File: src/rtl/mem_arbiter.sv
// mem_arbiter: shares one memory port between the control section (port 0) and a secondary master (port 1).
// Define MEM_ARB_RR_EN for round-robin tie-breaking; otherwise port 0 always wins ties.
module mem_arbiter #(
    parameter int ADDR_W  = 32,
    parameter int DATA_W  = 32,
    parameter int TIMEOUT = 64
) (
    input  logic              clk,
    input  logic              reset,
    input  logic              req0,
    input  logic              req1,
    input  logic              wr0,
    input  logic              wr1,
    input  logic [2:0]        mt0,
    input  logic [2:0]        mt1,
    input  logic [ADDR_W-1:0] addr0,
    input  logic [ADDR_W-1:0] addr1,
    input  logic [DATA_W-1:0] wdata0,
    input  logic [DATA_W-1:0] wdata1,
    output logic              ack0,
    output logic              ack1,
    output logic              err0,
    output logic              err1,
    output logic [DATA_W-1:0] rdata,
    output logic              gnt,
    output logic              busy_o,
    output logic [ADDR_W-1:0] mem_addr,
    output logic              mem_ld,
    output logic              mem_wr,
    output logic [2:0]        mem_mt,
    output logic [DATA_W-1:0] mem_wdata,
    input  logic [DATA_W-1:0] mem_rdata,
    input  logic              mem_busy
);
    localparam int CNT_W = $clog2(TIMEOUT);

    typedef enum logic [1:0] {IDLE, ISSUE, WAIT, RESP} state_t;

    state_t              state_reg, state_next;
    logic                gnt_reg;
    logic                wr_reg;
    logic [2:0]          mt_reg;
    logic [ADDR_W-1:0]   addr_reg;
    logic [DATA_W-1:0]   wdata_reg;
    logic [DATA_W-1:0]   rdata_reg;
    logic [CNT_W-1:0]    cnt_reg;
    logic [1:0]          err_reg;
    logic                win;
    logic                timeout_hit;
`ifdef MEM_ARB_RR_EN
    logic                ptr_reg;
`endif

    // Winner of the current IDLE arbitration; a lone request always wins.
    always_comb begin
`ifdef MEM_ARB_RR_EN
        win = (req0 && req1) ? ptr_reg : req1;
`else
        win = ~req0;
`endif
    end

    assign timeout_hit = mem_busy && (cnt_reg == CNT_W'(TIMEOUT - 1));

    always_ff @(posedge clk) begin
        if (reset) begin
            state_reg <= IDLE;
        end else begin
            state_reg <= state_next;
        end
    end

    always_comb begin
        state_next = state_reg;
        case (state_reg)
            IDLE:    if (req0 || req1) state_next = ISSUE;
            ISSUE:   state_next = WAIT;
            WAIT: begin
                if (!mem_busy) begin
                    state_next = RESP;
                end else if (timeout_hit) begin
                    state_next = IDLE;
                end
            end
            RESP:    state_next = IDLE;
            default: state_next = IDLE;
        endcase
    end

    // Command capture, read-data capture, timeout counter and the registered abort pulse.
    always_ff @(posedge clk) begin
        if (reset) begin
            gnt_reg   <= 1'b0;
            wr_reg    <= 1'b0;
            mt_reg    <= '0;
            addr_reg  <= '0;
            wdata_reg <= '0;
            rdata_reg <= '0;
            cnt_reg   <= '0;
            err_reg   <= '0;
`ifdef MEM_ARB_RR_EN
            ptr_reg   <= 1'b0;
`endif
        end else begin
            err_reg <= '0;
            case (state_reg)
                IDLE: begin
                    if (req0 || req1) begin
                        gnt_reg   <= win;
                        wr_reg    <= win ? wr1    : wr0;
                        mt_reg    <= win ? mt1    : mt0;
                        addr_reg  <= win ? addr1  : addr0;
                        wdata_reg <= win ? wdata1 : wdata0;
`ifdef MEM_ARB_RR_EN
                        ptr_reg   <= ~win;
`endif
                    end
                end
                WAIT: begin
                    cnt_reg <= timeout_hit ? '0 : cnt_reg + 1'b1;
                    if (!mem_busy && !wr_reg) begin
                        rdata_reg <= mem_rdata;
                    end
                    if (timeout_hit) begin
                        err_reg[gnt_reg] <= 1'b1;
                    end
                end
                RESP:    cnt_reg <= '0;
                default: ;
            endcase
        end
    end

    always_comb begin
        mem_ld = 1'b0;
        mem_wr = 1'b0;
        ack0   = 1'b0;
        ack1   = 1'b0;
        if (state_reg == ISSUE) begin
            mem_ld = ~wr_reg;
            mem_wr = wr_reg;
        end
        if (state_reg == RESP) begin
            ack0 = ~gnt_reg;
            ack1 = gnt_reg;
        end
        busy_o = (state_reg != IDLE);
    end

    assign err0      = err_reg[0];
    assign err1      = err_reg[1];
    assign gnt       = gnt_reg;
    assign rdata     = rdata_reg;
    assign mem_addr  = addr_reg;
    assign mem_mt    = mt_reg;
    assign mem_wdata = wdata_reg;

endmodule

File: config.mk
export PLATFORM = sky130hd
export DESIGN_NAME = mem_arbiter
export DESIGN_NICKNAME = d
export VERILOG_FILES = /design/src/rtl/mem_arbiter.sv
export SDC_FILE = /design/constraint.sdc
export NUM_CORES = 1
export LEC_CHECK = 0
export BUFFER_PORTS_ARGS = -buffer_cell sky130_fd_sc_hd__buf_2
export CORE_MARGIN = 5
export CORE_UTILIZATION = 44
export CTS_CLUSTER_DIAMETER = 100
export DETAILED_ROUTE_END_ITERATION = 7
export PLACE_DENSITY = 0.86
export SYNTH_ARGS = -nofsm -noshare
export SYNTH_HDL_FRONTEND = slang
export SYNTH_SLANG_ARGS = --single-unit
File: constraint.sdc
create_clock -name clk -period 1.6 [get_ports clk]
set_input_delay 0 -clock clk [delete_from_list [all_inputs] [get_ports clk]]
set_output_delay 0 -clock clk [all_outputs]
set_load 0.02 [all_outputs]
==> flow_summary.html <==
<table>
<tr><th>Metric</th><th>Value</th></tr>
<tr><th colspan="2">Status</th></tr>
<tr><td>Result of the run</td><td>finished, final reports clean</td></tr>
<tr><th colspan="2">Clock network</th></tr>
<tr><td>Number of setup buffers added after CTS</td><td>0</td></tr>
<tr><td>Root Driver</td><td>sky130_fd_sc_hd__clkbuf_8</td></tr>
<tr><td>Number of sinks driven by the clock tree</td><td>roughly 110</td></tr>
<tr><td>H-tree Lvls</td><td>3</td></tr>
<tr><td>Clock input transition at the sequential cells of the worst setup and hold paths</td><td>between 0.1 and 0.15 ns</td></tr>
<tr><td>TritonCTS buffer count</td><td>9</td></tr>
<tr><td>CTS max path bufs</td><td>2</td></tr>
<tr><td>Clock network latency to the later pin of the worst-skew pair</td><td>roughly 0.37 ns</td></tr>
<tr><td>Clock tree from TritonCTS</td><td>built</td></tr>
<tr><th colspan="2">Worst setup path</th></tr>
<tr><td>CP Data Required Time</td><td>1.89 ns</td></tr>
<tr><td>Arrival time reported for the critical path endpoint</td><td>1.77 ns</td></tr>
<tr><td>Slowest stage delay, CP</td><td>0.38 ns</td></tr>
<tr><td>Slowest CP cell</td><td>sky130_fd_sc_hd__dfxtp_1</td></tr>
<tr><td>R2R setup slack</td><td>0.12 ns</td></tr>
<tr><td>Reg2Reg Capture Point</td><td>mem_wdata[12]</td></tr>
<tr><td>Worst Setup SP</td><td>state_reg[1]</td></tr>
<tr><td>Startpoint type of the worst setup path</td><td>flop</td></tr>
<tr><td>Reg2reg start</td><td>state_reg[1]</td></tr>
<tr><td>Worst r2r path cells</td><td>5</td></tr>
<tr><td>Capturing element type of the critical path</td><td>flop</td></tr>
<tr><td>Cell-by-cell listing of the critical path</td><td>nor2_2 &gt; o21a_4 &gt; buf_4 &gt; nor2_1 &gt; a211oi_2</td></tr>
<tr><td>Startpoint-to-endpoint class of the critical path</td><td>flop to flop</td></tr>
<tr><td>CP Max Fanout</td><td>19</td></tr>
<tr><td>Critical Path End</td><td>mem_wdata[12]</td></tr>
<tr><th colspan="2">Pwr</th></tr>
<tr><td>Ratio of total power to cell area</td><td>940 nW/um^2</td></tr>
<tr><td>Leakage dissipation</td><td>3.54 nW</td></tr>
<tr><td>Internal Pwr Total</td><td>between 4 and 5 mW</td></tr>
<tr><td>Maximum vdd ir drop</td><td>0.641 mV</td></tr>
<tr><td>Register share of total power</td><td>0.452</td></tr>
<tr><td>Power share of the clock group</td><td>0.235</td></tr>
<tr><td>Switching Power</td><td>2.44 mW</td></tr>
<tr><td>Switching Share</td><td>0.346</td></tr>
<tr><td>Relative contribution of combinational cells to total power</td><td>0.313</td></tr>
<tr><th colspan="2">STA</th></tr>
<tr><td>Tightest Pin Transition</td><td>0.414 ns</td></tr>
<tr><td>Achievable frequency</td><td>676 MHz</td></tr>
<tr><td>Setup violation total in the final timing report</td><td>0</td></tr>
<tr><td>Setup TNS</td><td>0 ns</td></tr>
<tr><td>Period utilization</td><td>0.924</td></tr>
<tr><td>RSZ-0062 raised after global routing</td><td>false</td></tr>
<tr><td>Slew Limit Fails</td><td>0</td></tr>
<tr><td>Final Hold Fails</td><td>0</td></tr>
<tr><td>Post-route clock skew</td><td>approximately 0.017 ns</td></tr>
<tr><td>Slew headroom</td><td>0.724</td></tr>
<tr><td>Min Clock Period, post-route</td><td>between 1 and 1.5 ns</td></tr>
<tr><td>WHS</td><td>around 0.013 ns</td></tr>
<tr><th colspan="2">Logic synthesis</th></tr>
<tr><td>Average size of a mapped cell</td><td>9.73 um^2</td></tr>
<tr><td>Synth Area in XOR/XNOR</td><td>0</td></tr>
<tr><td>Distinct cells, synth</td><td>34</td></tr>
<tr><td>Fraction of the mapped netlist area in compound gates</td><td>0.214</td></tr>
<tr><td>Synth Register Bits</td><td>111</td></tr>
<tr><td>Adder-Cell Fraction of Synth Area</td><td>0.00254</td></tr>
<tr><td>Commonest register cell after synthesis</td><td>sky130_fd_sc_hd__dfxtp_1</td></tr>
<tr><td>Mux share of post-synthesis cell area</td><td>0.142</td></tr>
<tr><td>Number of enable-type register cells in the synthesized netlist</td><td>0</td></tr>
<tr><td>Share of flip-flops with an asynchronous set or reset after synthesis</td><td>0</td></tr>
<tr><td>Post-synthesis cell area</td><td>4920 um^2</td></tr>
<tr><td>Gate count after technology mapping</td><td>~500</td></tr>
<tr><td>Sequential area share after synthesis</td><td>0.451</td></tr>
<tr><td>Simple-gate share of the synthesized area</td><td>0.139</td></tr>
<tr><td>Net count of the mapped netlist</td><td>680</td></tr>
<tr><td>Yosys synthesis warning count</td><td>0</td></tr>
<tr><td>Largest family of logic cells by synthesized area</td><td>compound AO/OA/AOI/OAI gates</td></tr>
<tr><th colspan="2">Run</th></tr>
<tr><td>Max-cap viol count</td><td>0</td></tr>
<tr><th colspan="2">Global routing</th></tr>
<tr><td>Number of antenna violations at the first check in global routing</td><td>0</td></tr>
<tr><td>Overall track demand over capacity in global routing</td><td>0.238</td></tr>
<tr><td>Pin count of the biggest net entering global routing</td><td>39</td></tr>
<tr><td>Global-route congestion overflow total</td><td>0</td></tr>
<tr><td>Number of global-route vias before repair</td><td>~5.2k</td></tr>
<tr><td>Busiest layer in global routing</td><td>met2</td></tr>
<tr><td>Met1 global-route usage</td><td>0.254</td></tr>
<tr><td>First-pass GRT wire length</td><td>about 25 mm</td></tr>
<tr><td>Met2 track demand over resource in global routing</td><td>0.443</td></tr>
<tr><td>GR Layer Usage met3</td><td>0.0789</td></tr>
<tr><th colspan="2">Route</th></tr>
<tr><td>Via-per-instance ratio</td><td>5.10</td></tr>
<tr><td>Drt initial violations</td><td>312</td></tr>
<tr><td>Total number of vias</td><td>~5k</td></tr>
<tr><td>Number of routed nets with antenna violations</td><td>0</td></tr>
<tr><td>Detailed-router iteration count before antenna repair</td><td>4</td></tr>
<tr><td>Average routed wire per standard cell</td><td>between 15 and 20 um</td></tr>
<tr><td>Remaining routing DRC violations</td><td>0</td></tr>
<tr><td>Final Routed Wirelength</td><td>16.5 mm</td></tr>
<tr><th colspan="2">Placed design</th></tr>
<tr><td>IO buf count</td><td>279</td></tr>
<tr><td>Routability-driven placement congestion ratio</td><td>0.795</td></tr>
<tr><td>Post-detailed-placement half-perimeter wirelength</td><td>10.7 mm</td></tr>
<tr><th colspan="2">Floorplanning</th></tr>
<tr><td>Die X-Extent</td><td>~120 um</td></tr>
<tr><td>Core area</td><td>10900 um^2</td></tr>
<tr><td>Count of pins on the block boundary</td><td>280</td></tr>
<tr><td>Die area</td><td>13400 um^2</td></tr>
<tr><td>Rows</td><td>38</td></tr>
<tr><td>Effective utilization at floorplan</td><td>0.452</td></tr>
<tr><td>Chip Height</td><td>116 um</td></tr>
<tr><th colspan="2">Final layout</th></tr>
<tr><td>Total inserted antenna cells</td><td>0</td></tr>
<tr><td>Fraction of layout cells with a size suffix above 1</td><td>0.444</td></tr>
<tr><td>Most common cell after layout, fill and taps aside</td><td>sky130_fd_sc_hd__buf_2</td></tr>
<tr><td>Top library cells by usage in the layout, fill and taps aside</td><td>sky130_fd_sc_hd__buf_2, sky130_fd_sc_hd__dfxtp_1, sky130_fd_sc_hd__dlygate4sd3_1, sky130_fd_sc_hd__nor2_1, sky130_fd_sc_hd__mux2i_1</td></tr>
<tr><td>Layout Nets</td><td>between 1k and 1.5k</td></tr>
<tr><td>Area growth from synthesis to layout</td><td>52.5%</td></tr>
<tr><td>Fillcell total</td><td>roughly 750</td></tr>
<tr><th colspan="2">Worst hold path</th></tr>
<tr><td>Class of the most critical hold timing path</td><td>primary input to flop</td></tr>
</table>
-- cell type report --
cell class                 count  area, um^2  area share
multi-input combinational    349        2470       0.330
inverter                       2        7.51     0.00100
clock inverter                 7        76.3      0.0102
timing repair buffer         376        2430       0.323
sequential                   111        2220       0.296
tap                          140         175      0.0233
clock buffer                   9         124      0.0165
-- metal layers --
| metal | routed length (um) | up-vias |
|---|---|---|
| met2 | 8450 | 229 |
| li1 | - | 2460 |
| met4 | 374 | 0 |
| met1 | 5930 | 2345 |
| met3 | 1700 | 34 |
| met5 | 0 | - |
-- logic make-up (layout without fill, tap and decap cells) --
| kind of cell | Yosys count | count (layout) |
|---|---|---|
| AND/OR/NAND/NOR | 166 | 166 |
| adder cells (fa/ha/maj) | 1 | 1 |
| buffers and inverters | 46 | 394 |
| AO/OA/AOI/OAI | 112 | 112 |
| multiplexers | 70 | 70 |
| flip-flops | 111 | 111 |
-- worst max-delay path: cells and delay by family, from the launching register on --
| family | cells | cell delay, ns |
|---|---|---|
| AOI/OAI and AO/OA | 2 | 0.43 |
| buffers and inverters | 1 | 0.28 |
| DFF | 1 | 0.38 |
| and+or+nand+nor | 2 | 0.32 |
-- through the flow --
step	std cells	utilization	power (mW)	cell area, um^2	worst slack (ns)
after floorplan	506	-	4.56	4920	0.234
after global placement	899	0.598	5.20	6510	0.116
after detailed placement	899	0.598	5.26	6510	0.0854
after CTS	993	0.688	7.07	7490	0.0580
after global routing	994	0.689	7.43	7510	0.0272
final	994	0.689	7.05	7510	0.121
-- repair_timing --
item                                    in CTS  in global routing
endpoints found under the setup margin       0                  5
hold endpoints to repair                    59                  1
gates resized for setup                      0                  1
hold buffers                                78                  1
-- power by group through the flow --
stage	registers, mW	clock network, mW	logic [mW]
6_report	3.19	1.66	2.21
5_1_grt	3.22	1.83	2.38
3_5_place_dp	3.25	0	2.02
3_3_place_gp	3.23	0	1.97
4_1_cts	3.18	1.70	2.18
2_1_floorplan	3.57	0	0.987
-- synthesized netlist by cell type, types with 4 or more instances --
cell	n	area share
sky130_fd_sc_hd__dfxtp_1	111	0.45
sky130_fd_sc_hd__nor2_1	75	0.057
sky130_fd_sc_hd__mux2i_1	70	0.14
sky130_fd_sc_hd__nand2_1	68	0.052
sky130_fd_sc_hd__a211oi_2	61	0.16
sky130_fd_sc_hd__a21oi_1	38	0.039
sky130_fd_sc_hd__buf_2	15	0.015
sky130_fd_sc_hd__clkbuf_1	15	0.011
sky130_fd_sc_hd__buf_4	11	0.017
sky130_fd_sc_hd__a211oi_1	8	0.012
sky130_fd_sc_hd__nand3_1	4	0.0041
-- worst min-delay path by stage --
stage,cells past startpoint,endpoint,from
floorplan,2,rdata[0],mem_rdata[0]
global placement,3,rdata[7],mem_rdata[7]
detailed placement,3,rdata[3],mem_rdata[3]
CTS,3,mem_wdata[21],wdata1[21]
global route,3,mem_wdata[30],wdata0[30]
finish,3,mem_wdata[4],wdata1[4]
(Power assumes the default switching activity.)
